File: src/rtl/ifetch_unit.sv
// ifetch_unit: instruction fetch front end.
//
// Pulls fetch addresses from the PC register, issues them to instruction
// memory over a req/gnt/rvalid bus and buffers the returned words together
// with their addresses. Decode sees the words in program order over a
// valid/ready handshake. A jump flushes the buffer and marks every in-flight
// request so that its response is dropped when it arrives.
//
// Ports:
//   clk, rst_n              clock, asynchronous active-low reset
//   pc, jump                fetch address and redirect from the PC register
//   stall_n                 1 = PC register advances this cycle
//   imem_req/addr/gnt       request channel to instruction memory
//   imem_rvalid/rdata       in-order response channel
//   id_valid/ready/instr/pc decode-side handshake and payload

// Checks that the memory never answers a request that was not made.
module ifetch_unit_chk (
  input logic clk,
  input logic rst_n,
  input logic imem_rvalid,
  input logic out_empty
);
  a_no_orphan_rvalid: assert property (@(posedge clk) disable iff (!rst_n)
                                       !(imem_rvalid && out_empty));
endmodule

module ifetch_unit #(
  parameter int DEPTH = 4,
  parameter int AW    = 32
) (
  input  logic          clk,
  input  logic          rst_n,
  input  logic [AW-1:0] pc,
  input  logic          jump,
  output logic          stall_n,
  output logic          imem_req,
  output logic [AW-1:0] imem_addr,
  input  logic          imem_gnt,
  input  logic          imem_rvalid,
  input  logic [AW-1:0] imem_rdata,
  output logic          id_valid,
  input  logic          id_ready,
  output logic [AW-1:0] id_instr,
  output logic [AW-1:0] id_pc
);
  localparam int PW = (DEPTH > 1) ? $clog2(DEPTH) : 1;
  localparam int CW = PW + 1;
  localparam int SW = CW + 1;
  localparam logic [SW-1:0] DEPTH_S = SW'(DEPTH);
  localparam logic [CW-1:0] CNT_ZERO = {CW{1'b0}};
  localparam logic [CW-1:0] CNT_ONE  = CW'(1);
  localparam logic [PW-1:0] PTR_ZERO = {PW{1'b0}};
  localparam logic [PW-1:0] PTR_ONE  = PW'(1);

  // Run flag: holds requests off until the first edge after reset release.
  logic          active_q;
  logic [CW-1:0] out_cnt_q,  out_cnt_d;
  logic [CW-1:0] disc_cnt_q, disc_cnt_d;
  logic [AW-1:0] pcq_mem_q [DEPTH];
  logic [AW-1:0] pcq_mem_d [DEPTH];
  logic [PW-1:0] pcq_wr_q, pcq_wr_d;
  logic [PW-1:0] pcq_rd_q, pcq_rd_d;
  logic [AW-1:0] fifo_instr_q [DEPTH];
  logic [AW-1:0] fifo_instr_d [DEPTH];
  logic [AW-1:0] fifo_pc_q [DEPTH];
  logic [AW-1:0] fifo_pc_d [DEPTH];
  logic [PW-1:0] fifo_wr_q, fifo_wr_d;
  logic [PW-1:0] fifo_rd_q, fifo_rd_d;
  logic [CW-1:0] fifo_cnt_q, fifo_cnt_d;
  logic          id_valid_q, id_valid_d;

  logic [SW-1:0] credit_sum_s;
  logic          accept_s;
  logic          rsp_s;
  logic          keep_s;
  logic          pop_s;

  // Issue credit, handshake qualifiers and the combinational bus outputs.
  always_comb begin
    // Credits count in-flight requests (discarded ones included) plus
    // buffered words, so the output FIFO can never overflow.
    credit_sum_s = SW'(out_cnt_q) + SW'(fifo_cnt_q);
    imem_req     = active_q && !jump && (credit_sum_s < DEPTH_S);
    accept_s     = imem_req && imem_gnt;
    stall_n      = accept_s;
    imem_addr    = pc;
    rsp_s        = imem_rvalid && (out_cnt_q != CNT_ZERO);
    keep_s       = rsp_s && !jump && (disc_cnt_q == CNT_ZERO);
    pop_s        = id_valid_q && id_ready && !jump;
  end

  // Outstanding and discard counters.
  always_comb begin
    out_cnt_d  = out_cnt_q;
    disc_cnt_d = disc_cnt_q;
    if (accept_s && !rsp_s) begin
      out_cnt_d = out_cnt_q + CNT_ONE;
    end else if (!accept_s && rsp_s) begin
      out_cnt_d = out_cnt_q - CNT_ONE;
    end else begin
      out_cnt_d = out_cnt_q;
    end
    // Everything still in flight after this edge belongs to the old stream.
    if (jump) begin
      disc_cnt_d = out_cnt_q - CW'(rsp_s);
    end else if (rsp_s && (disc_cnt_q != CNT_ZERO)) begin
      disc_cnt_d = disc_cnt_q - CNT_ONE;
    end else begin
      disc_cnt_d = disc_cnt_q;
    end
  end

  // Address queue: one entry per outstanding request, popped by each
  // response (discarded ones too, so it stays aligned across a flush).
  always_comb begin
    pcq_mem_d = pcq_mem_q;
    pcq_wr_d  = pcq_wr_q;
    pcq_rd_d  = pcq_rd_q;
    if (accept_s) begin
      pcq_mem_d[pcq_wr_q] = pc;
      pcq_wr_d            = pcq_wr_q + PTR_ONE;
    end else begin
      pcq_wr_d = pcq_wr_q;
    end
    if (rsp_s) begin
      pcq_rd_d = pcq_rd_q + PTR_ONE;
    end else begin
      pcq_rd_d = pcq_rd_q;
    end
  end

  // Output FIFO of {instr, pc}; a jump empties it and suppresses push/pop.
  always_comb begin
    fifo_instr_d = fifo_instr_q;
    fifo_pc_d    = fifo_pc_q;
    fifo_wr_d    = fifo_wr_q;
    fifo_rd_d    = fifo_rd_q;
    fifo_cnt_d   = fifo_cnt_q;
    if (jump) begin
      fifo_wr_d  = PTR_ZERO;
      fifo_rd_d  = PTR_ZERO;
      fifo_cnt_d = CNT_ZERO;
    end else begin
      if (keep_s) begin
        fifo_instr_d[fifo_wr_q] = imem_rdata;
        fifo_pc_d[fifo_wr_q]    = pcq_mem_q[pcq_rd_q];
        fifo_wr_d               = fifo_wr_q + PTR_ONE;
      end else begin
        fifo_wr_d = fifo_wr_q;
      end
      if (pop_s) begin
        fifo_rd_d = fifo_rd_q + PTR_ONE;
      end else begin
        fifo_rd_d = fifo_rd_q;
      end
      fifo_cnt_d = fifo_cnt_q + CW'(keep_s) - CW'(pop_s);
    end
    id_valid_d = (fifo_cnt_d != CNT_ZERO);
  end

  // State registers.
  always_ff @(posedge clk or negedge rst_n) begin
    if (!rst_n) begin
      active_q   <= 1'b0;
      out_cnt_q  <= CNT_ZERO;
      disc_cnt_q <= CNT_ZERO;
      pcq_wr_q   <= PTR_ZERO;
      pcq_rd_q   <= PTR_ZERO;
      fifo_wr_q  <= PTR_ZERO;
      fifo_rd_q  <= PTR_ZERO;
      fifo_cnt_q <= CNT_ZERO;
      id_valid_q <= 1'b0;
      for (int i = 0; i < DEPTH; i++) begin
        pcq_mem_q[i]    <= {AW{1'b0}};
        fifo_instr_q[i] <= {AW{1'b0}};
        fifo_pc_q[i]    <= {AW{1'b0}};
      end
    end else begin
      active_q     <= 1'b1;
      out_cnt_q    <= out_cnt_d;
      disc_cnt_q   <= disc_cnt_d;
      pcq_wr_q     <= pcq_wr_d;
      pcq_rd_q     <= pcq_rd_d;
      fifo_wr_q    <= fifo_wr_d;
      fifo_rd_q    <= fifo_rd_d;
      fifo_cnt_q   <= fifo_cnt_d;
      id_valid_q   <= id_valid_d;
      pcq_mem_q    <= pcq_mem_d;
      fifo_instr_q <= fifo_instr_d;
      fifo_pc_q    <= fifo_pc_d;
    end
  end

  assign id_valid = id_valid_q;
  assign id_instr = fifo_instr_q[fifo_rd_q];
  assign id_pc    = fifo_pc_q[fifo_rd_q];

  ifetch_unit_chk u_chk (
    .clk         (clk),
    .rst_n       (rst_n),
    .imem_rvalid (imem_rvalid),
    .out_empty   (out_cnt_q == CNT_ZERO)
  );

endmodule
File: config.mk
export PLATFORM = sky130hd
export DESIGN_NAME = ifetch_unit
export DESIGN_NICKNAME = d
export VERILOG_FILES = /design/src/rtl/ifetch_unit.sv
export SDC_FILE = /design/constraint.sdc
export NUM_CORES = 1
export LEC_CHECK = 0
export CAP_MARGIN = 20
export CORE_ASPECT_RATIO = 0.6
export CORE_MARGIN = 5
export CORE_UTILIZATION = 50
export DETAILED_ROUTE_END_ITERATION = 7
export GPL_TIMING_DRIVEN = 0
export PLACE_DENSITY = 0.72
export SLEW_MARGIN = 25
export SYNTH_ARGS = -nofsm -noshare
export SYNTH_HDL_FRONTEND = slang
export SYNTH_SLANG_ARGS = --single-unit
File: constraint.sdc
create_clock -name clk -period 2.8 [get_ports clk]
set_input_delay 0.28 -clock clk [delete_from_list [all_inputs] [get_ports clk]]
set_output_delay 0.28 -clock clk [all_outputs]
set_load 0.05 [all_outputs]
# ---- Yosys cells after proc, flatten, opt, wreduce, memory -nomap -nowiden
# Cells that the tools add are included.
dict set report classes {
  add_sub_neg 11
  n_lt_le_gt_ge 7
  bitwise 5
  n_mux 25
  reduce_logical 25
}
# op count
set op_table {}
lappend op_table {{$bwmux 128} 3}
lappend op_table {{$mux 32} 8}
lappend op_table {{$bmux 32 s2} 3}
lappend op_table {{$demux 32 s2} 2}
lappend op_table {{$mux 3} 5}
lappend op_table {{$logic_and 1x1->1} 13}
lappend op_table {{$ge 3x3->1 const B} 4}
lappend op_table {{$not 2->3} 4}
lappend op_table {{$reduce_bool 3->1} 3}
lappend op_table {{$add 2x1->2 const B} 4}
lappend op_table {{$mux 2} 4}
lappend op_table {{$reduce_bool 2->1} 4}
lappend op_table {{$lt 3x1->1 const B} 2}
lappend op_table {{$sub 3x1->3} 2}
lappend op_table {{$sub 3x1->3 const B} 2}
lappend op_table {{$add 3x3->4} 1}
lappend op_table {{$lt 4x3->1 const B} 1}
lappend op_table {{$add 3x1->3} 1}
lappend op_table {{$add 3x1->3 const B} 1}
lappend op_table {{$logic_not 1->1} 3}
lappend op_table {{$logic_not 3->1} 1}
lappend op_table {{$reduce_and 2->1} 1}
lappend op_table {{$not 1->1} 1}
dict set report totals {
  input_bits 70
  out_inout_bits 99
  regBits 403
}

# ---- Logic depth before layout (Yosys ltp)
# Gate-level depths: netlist of run 1.
dict set report depth {
  ltp_word 8
  ltp_mapped 14
  depth_no_buf 13
}

# ---- Least setup slack after synthesis of run 1
# Ideal clock, no wire load.
dict set report synth_path {
  path_kind {reg-to-reg}
  from {register out_cnt_q[2]}
  to {register out_cnt_q[2]}
  stages_incl_launch_ff 10
  slack_ns -0.734
  path_buffers 0
  arrival_ns 3.455
  period_less_slack_ns 3.534
  path_cell_list {dfrtp_1 ha_1 or4b_4 nor4b_4 ha_1 inv_1 fa_1 xor2_1 nor2_1 xor2_1}
}
dict set report synth_between {
  elab_chain_len 7
  word_cells_on_any_way 15
  classes_between {3 x add/sub; 1 x order compare; 2 x mux; 9 x reduce/logical}
}
# element line_no
set synth_rtl {}
lappend synth_rtl {{start, declared} 58} ;# logic [CW-1:0] out_cnt_q, out_cnt_d;
lappend synth_rtl {{start signal, assigned} 181} ;# out_cnt_q <= out_cnt_d;
lappend synth_rtl {{$add 3x3->4 (*)} 83} ;# credit_sum_s = SW'(out_cnt_q) + SW'(fifo_cnt_q);
lappend synth_rtl {{$lt 4x3->1 (*)} 84} ;# imem_req = active_q && !jump && (credit_sum_s < DEPTH_S);
lappend synth_rtl {{$logic_and 1x1->1 (*)} 84}
lappend synth_rtl {{$logic_and 1x1->1 (*)} 85} ;# accept_s = imem_req && imem_gnt;
lappend synth_rtl {{net stall_n} 36} ;# output logic stall_n,
lappend synth_rtl {{$logic_not 1->1} 99} ;# end else if (!accept_s && rsp_s) begin
lappend synth_rtl {{$logic_and 1x1->1} 99}
lappend synth_rtl {{$reduce_bool 2->1 (no source line)} n/a}
# The timed path passes the listed nets; every way through them passes the cells marked *. The select of a mux whose other input is x is not followed.
# A chain may end at the register's enable or synchronous reset.

# ---- Worst setup path in the final report of run 1
dict set report layout_path {
  from {register out_cnt_q[1]}
  to {register out_cnt_q[2]}
}
dict set report layout_between {
  elab_chain_len 7
  word_cells_on_any_way 15
  classes_between {3 x add/sub; 1 x order compare; 2 x mux; 9 x reduce/logical}
}
# element line_no
set layout_rtl {}
lappend layout_rtl {{$add 3x3->4} 83}
lappend layout_rtl {{$lt 4x3->1} 84}
lappend layout_rtl {{$logic_and 1x1->1} 84}
lappend layout_rtl {{$logic_and 1x1->1} 85}
lappend layout_rtl {{$logic_not 1->1} 99}
lappend layout_rtl {{$logic_and 1x1->1} 99}
lappend layout_rtl {{$reduce_bool 2->1 (no source line)} n/a}
# Parallel ways exist; a longest one is shown, timed or not. The select of a mux whose other input is x is not followed.

==> out/qor.csv, run 1 <==
stage,metric,value,unit
final_layout,multi_input_area,7210,sq um
final_layout,nFillCells,2712,
sta,period_minus_slack,2.76,ns
run,max_cap_violations,0,
clock_network,cts_buffer_depth,3,
pwr,switching_power,0.00735,W
detailed_routing,dr.pass1.iters,4,
sta,hold_ws,0.229,ns
pwr,ir_drop,0.000725,V
detailed_routing,drc,0,
detailed_routing,drtAntennaViolNets,0,
place,io_buffer_count,167,
outcome,status,"finished, final reports clean",
pwr,seqPwrFrac,38.6,%
synthesis,synthCells,1067,
die,core_area,35100,sq um
clock_network,numCtsBuffers,39,
synthesis,seq_area_frac_synth,56.4,%
die,fp-row-count,53,
pwr,netSwitchingFraction,34.2,%
sta,skew,0.0193,ns
final_layout,final_nets,1380,
sta,finalCritPeriodShare,98.4,%
sta,fin_ws,0.0448,ns
worst_setup_path,r2r-start,out_cnt_q[1],
sta,fin_setup_tns,0,ns
final_layout,final_common_cell,dfrtp_1,
worst_setup_path,cp-start-kind,register,
clock_network,clock_latency,0.53,ns
place,hpwl,25.5,mm
worst_setup_path,r2r_cells,11,
sta,rsz0062_at_grt,true,
pwr,p_int,0.0142,W
synthesis,yosysWarningCount,0,
die,dieArea,39800,sq um
final_layout,areaGrowthSynthToFinish,21.3,%
grt,grt_pass1_wl,61.1,mm
final_layout,n_antenna_cell,0,
die,start_util,50.9,%
final_layout,drive_above_1_share,50.3,%
sta,fmax,363,MHz
clock_network,cts_tree,built,
worst_setup_path,required,3.25,ns
pwr,finalPower,0.0215,W
worst_setup_path,r2r_slack,0.04,ns
clock_network,cts.sinks,403,
detailed_routing,routedWlPerCell,21.1,um
die,io_pins,169,
grt,antenna_found_initial,0,
clock_network,root_buffer,clkbuf_16,
sta,slew_viol_final,0,
synthesis,syn-mean-instance-area,16.8,sq um
final_layout,final_cell_mix,"dfrtp_1 (401), mux2_2 (377), clkdlybuf4s50_1 (101), mux4_2 (96), dlygate4sd2_1 (50)",
detailed_routing,drtIter0Drc,517,
clock_network,htreeDepth,2,
worst_setup_path,r2r-end,out_cnt_q[2],
die,die_height,156,um
die,fp.dieW,254,um
final_layout,regArea,10100,sq um
place,globalplace.congestion,0.743,
worst_setup_path,critPathKind,register to register,
synthesis,synth_seq_cells,403,
worst_setup_path,cp-end-kind,register,
pwr,p_comb_share,36.3,%
sta,worst_slew_pin_slew,0.840,ns
pwr,clkPwrFrac,25.1,%
worst_setup_path,crit_start,out_cnt_q[1],
worst_setup_path,worstSetupEndpoint,out_cnt_q[2],
synthesis,synth_cell_type_count,34,
synthesis,synthesis.nets,1156,
sta,maxSlewHeadroom,44.0,%
pwr,powerDensity,992,nW/um^2
grt,grt_max_degree,95,
grt,grt_remaining_overflow,0,
synthesis,syn_area,17900,sq um
clock_network,path_clk_slew,0.06,ns
detailed_routing,drt_wl_total,37.7,mm
detailed_routing,vias,9767,
grt,groute.usage.overall,19.4,%
detailed_routing,detail_route.vias_per_cell,5.47,
grt,grt_pass1_vias,10754,
sta,setup_viol,0,
hold_path,min_path_type,input port to register,
place,pre_cts_slack,-0.849,ns
pwr,p_leak,10.5,nW
worst_setup_path,cp_data_arrival_time,3.20,ns
sta,hold_viol,0,
worst_setup_path,cp_max_fo,5,
==> sequential cells by signal, summed over array words and instances, names as in the netlist <==
register / flops
pcq_rd_q: 2
fifo_pc_q: 128
disc_cnt_q: 3
pcq_wr_q: 2
fifo_instr_q: 128
fifo_cnt_q: 3
out_cnt_q: 3
id_valid: 1
active_q: 1
fifo_wr_q: 2
fifo_rd_q: 2
pcq_mem_q: 128
==> synth_stat cells (all sizes together) <==
cell type / count / area share (%)
o31ai: 1 / 0.042
clkinv: 1 / 0.021
clkbuf: 22 / 0.46
nand3: 1 / 0.028
nand2: 13 / 0.44
a21oi: 5 / 0.14
o21ai: 4 / 0.11
buf: 71 / 2.8
nor2b: 3 / 0.10
or4b: 1 / 0.077
o31a: 1 / 0.049
ha: 17 / 1.2
a211oi: 1 / 0.042
mux4: 96 / 12
or3: 2 / 0.070
inv: 12 / 0.25
fa: 2 / 0.22
nor2: 6 / 0.13
xor2: 5 / 0.24
nor3b: 1 / 0.042
and2: 1 / 0.035
xnor2: 6 / 0.29
dfrtp: 403 / 56
nor3: 3 / 0.084
and3: 1 / 0.035
nor4b: 2 / 0.18
conb: 1 / 0.021
mux2: 385 / 24
==> worst max-delay path: stages, from the launching register on <==
cell and delay [ns]:
dfrtp_2 0.45, ha_1 0.22, or4b_4 0.53, nor4b_4 0.21, buf_4 0.17, buf_12 0.10
ha_4 0.13, inv_2 0.04, fa_2 0.33, xor2_1 0.15, nor2_1 0.15, xor2_1 0.19
==> cell families (layout without fill, tap and decap cells) <==
group / after synthesis / count (layout) / synth area share [%]
AOI/OAI and AO/OA: 12 / 12 / 0.385
xor gates and xnor gates: 11 / 11 / 0.539
adders and majority gates: 19 / 19 / 1.41
buffers and inverters: 106 / 359 / 3.51
DFF: 403 / 403 / 56.4
muxes: 481 / 481 / 36.5
other: 1 / 1 / 0.0210
and+or+nand+nor: 34 / 34 / 1.22
==> how the worst min path moves through the flow <==
stage / from / to / slack, ns / depth (start not counted)
2_1_floorplan: rst_n / active_q / -0.02 / 0
5_1_grt: jump / fifo_cnt_q[1] / 0.27 / 2
4_1_cts: jump / fifo_cnt_q[1] / 0.21 / 2
3_3_place_gp: fifo_pc_q[0] / fifo_pc_q[0] / 0.48 / 1
6_report: jump / fifo_cnt_q[1] / 0.23 / 2
3_5_place_dp: rst_n / fifo_instr_q[121] / 0.23 / 1
==> per-stage QoR <==
step / std cells / util [%] / area (sq um)
6_report: 1787 / 61.7 / 21700
3_3_place_gp: 1701 / 57.3 / 20100
2_1_floorplan: 1067 / - / 17900
5_1_grt: 1787 / 61.7 / 21700
3_5_place_dp: 1705 / 57.6 / 20300
4_1_cts: 1783 / 61.6 / 21600
==> power groups by stage <==
stage | combinational, W | clock, W | sequential, W
after CTS | 0.00786 | 0.00552 | 0.00830
final | 0.00780 | 0.00540 | 0.00831
after detailed placement | 0.00809 | 0 | 0.00840
after global placement | 0.00787 | 0 | 0.00835
after global routing | 0.00834 | 0.00576 | 0.00850
after floorplan | 0.00581 | 0 | 0.00811
==> timing repair <==
action / in CTS / in global routing
hold endpoints to repair: 48 / 0
setup endpoints to repair: 189 / 128
pin swaps: 5 / 11
buffers inserted: 7 / 4
resized for setup: 122 / 39
hold buffers: 1 / 0
==> routing by layer <==
metal | routed length (um) | vias up | global-route usage (%)
met2 | 17800 | 149 | 31.1
li1 | - | 4372 | -
met5 | 0 | - | 0
met4 | 469 | 0 | 3.32
met1 | 18000 | 5206 | 28.9
met3 | 1480 | 40 | 3.54
==> area by class of cell <==
type,count,share of cell area (%)
multi-input combinational,558,33.3
clock inverter,13,0.675
sequential,403,46.5
buffer,93,2.95
tap,467,2.69
inverter,13,0.225
timing repair buffer,183,8.31
clock buffer,57,5.38
(Power assumes the default switching activity.)
==> run 2: changes to the inputs <==
--- a/config.mk
+++ b/config.mk
@@ -11,6 +11,7 @@
 export CORE_UTILIZATION = 50
 export DETAILED_ROUTE_END_ITERATION = 7
 export GPL_TIMING_DRIVEN = 0
+export MAX_ROUTING_LAYER = met4
 export PLACE_DENSITY = 0.72
 export SLEW_MARGIN = 25
 export SYNTH_ARGS = -nofsm -noshare
==> out/qor.csv, run 2 (same netlist as run 1, synthesis figures left out) <==
stage,metric,value,unit
grt,antenna_found_initial,0,
sta,maxSlewHeadroom,43.4,%
grt,grt_pass1_vias,10746,
sta,rsz0062_at_grt,true,
place,globalplace.congestion,0.753,
pwr,switching_power,0.00733,W
place,hpwl,25.5,mm
worst_setup_path,cp-start-kind,register,
detailed_routing,drc,0,
worst_setup_path,crit_chain,ha_1 > or4b_4 > nor4b_4 > buf_4 > buf_12 > ha_4 > inv_2 > fa_2 > xor2_1 > nor2_1 > xor2_1,
grt,groute.usage.overall,20.1,%
die,fp-row-count,53,
sta,finalCritPeriodShare,97.7,%
pwr,seqPwrFrac,38.7,%
die,dieArea,39800,sq um
final_layout,final_nets,1380,
pwr,p_leak,10.5,nW
detailed_routing,dr.pass1.iters,4,
final_layout,n_antenna_cell,0,
clock_network,cts.sinks,403,
final_layout,final_common_cell,dfrtp_1,
die,die_height,156,um
final_layout,fin_util,61.7,%
detailed_routing,drtAntennaViolNets,0,
place,io_buffer_count,167,
worst_setup_path,crit_top_cell,xor2_1,
worst_setup_path,critical_path_buf_inv_count,3,
detailed_routing,vias,9773,
worst_setup_path,cpPeakStageDelay,0.53,ns
grt,grt_pass1_wl,61.1,mm
place,pre_cts_slack,-0.849,ns
sta,setup_viol,0,
clock_network,path_clk_slew,0.06,ns
worst_setup_path,crit_family,simple AND/OR/NAND/NOR gates,
final_layout,nFillCells,2712,
final_layout,areaGrowthSynthToFinish,21.3,%
worst_setup_path,cp_data_arrival_time,3.18,ns
worst_setup_path,critPathKind,register to register,
worst_setup_path,cp-end-kind,register,
pwr,ir_drop,0.000724,V
sta,period_minus_slack,2.74,ns
grt,grt_remaining_overflow,0,
final_layout,regArea,10100,sq um
detailed_routing,routedWlPerCell,21.1,um
sta,slew_viol_final,0,
final_layout,multi_input_area,7210,sq um
clock_network,cts_buffer_depth,3,
sta,worst_slew_pin_slew,0.848,ns
clock_network,cts_tree,built,
clock_network,clock_latency,0.53,ns
final_layout,final_cell_mix,"dfrtp_1 (401), mux2_2 (377), clkdlybuf4s50_1 (101), mux4_2 (96), dlygate4sd2_1 (50)",
sta,skew,0.0186,ns
die,core_area,35100,sq um
pwr,p_int,0.0142,W
sta,fin_ws,0.0640,ns
clock_network,numCtsBuffers,39,
outcome,status,"finished, final reports clean",
worst_setup_path,cp_max_fo,5,
sta,fmax,365,MHz
pwr,netSwitchingFraction,34.1,%
final_layout,drive_above_1_share,50.3,%
detailed_routing,drtIter0Drc,484,
sta,hold_viol,0,
pwr,clkPwrFrac,25.0,%
hold_path,min_path_type,input port to register,
die,io_pins,169,
run,max_cap_violations,0,
die,fp.dieW,254,um
die,start_util,50.9,%
worst_setup_path,required,3.25,ns
pwr,p_comb_share,36.3,%
clock_network,htreeDepth,2,
worst_setup_path,cpMaxStageDelayCell,or4b_4,
grt,grt_max_degree,95,
detailed_routing,detail_route.vias_per_cell,5.47,
pwr,powerDensity,991,nW/um^2
detailed_routing,drt_wl_total,37.6,mm
clock_network,root_buffer,clkbuf_16,
final_layout,reg_top3,"fifo_instr_q (128), fifo_pc_q (128), pcq_mem_q (128)",
-- run 2: final cells by class --
cell class	instances	share of cell area (%)
Buffer	93	2.95
Clock buffer	57	5.38
Clock inverter	13	0.675
Inverter	13	0.225
Multi-Input combinational cell	558	33.3
Sequential cell	403	46.5
Tap cell	467	2.69
Timing Repair Buffer	183	8.31
-- run 2: worst paths after layout --
check / start / to / slack, ns / cells after the start
setup / recovery: out_cnt_q[1] / out_cnt_q[2] / 0.06 / 11
hold / removal: jump / fifo_cnt_q[1] / 0.23 / 2
setup reg to reg: out_cnt_q[1] / out_cnt_q[2] / 0.06 / 11
hold reg to reg: fifo_pc_q[22] / fifo_pc_q[22] / 0.50 / 1
max in group asynchronous: rst_n / fifo_pc_q[18] / 1.28 / 4
min in group asynchronous: rst_n / fifo_instr_q[121] / 0.27 / 2
-- run 2: metrics by stage --
step           hold slack [ns]  area [sq um]  setup TNS (ns)  total power (W)  cells
5_1_grt                  0.269         21700          -0.114           0.0226   1787
3_5_place_dp             0.229         20300          -50.67           0.0165   1705
2_1_floorplan          -0.0156         17900          -28.08           0.0139   1067
6_report                 0.231         21700               0           0.0215   1787
3_3_place_gp             0.481         20100        -6414.48           0.0162   1701
4_1_cts                  0.210         21600         -0.0384           0.0217   1783
-- run 2: power groups by stage --
stage                     Sequential (W)  Combinational, W  Clock [W]
final                            0.00831           0.00780    0.00538
after detailed placement         0.00840           0.00809          0
after global placement           0.00835           0.00787          0
after floorplan                  0.00811           0.00581          0
after global routing             0.00850           0.00834    0.00576
after CTS                        0.00830           0.00786    0.00552
-- run 2: repair_timing --
action                     CTS  global route
setup endpoints to repair  189           128
setup buffers                7             4
pin swaps                    5            11
cloned                       0             0
hold endpoints to repair    48             0
gates resized for setup    122            39
hold buffers                 1             0
-- run 2: metal layers --
metal  global-route usage (%)  vias to the layer above  wire length (um)
li1                         -                     4373                 -
met1                     29.1                     5210             17800
met5                        -                        -                 0
met4                     3.32                        0               450
met3                     3.39                       39              1560
met2                     31.0                      151             17800
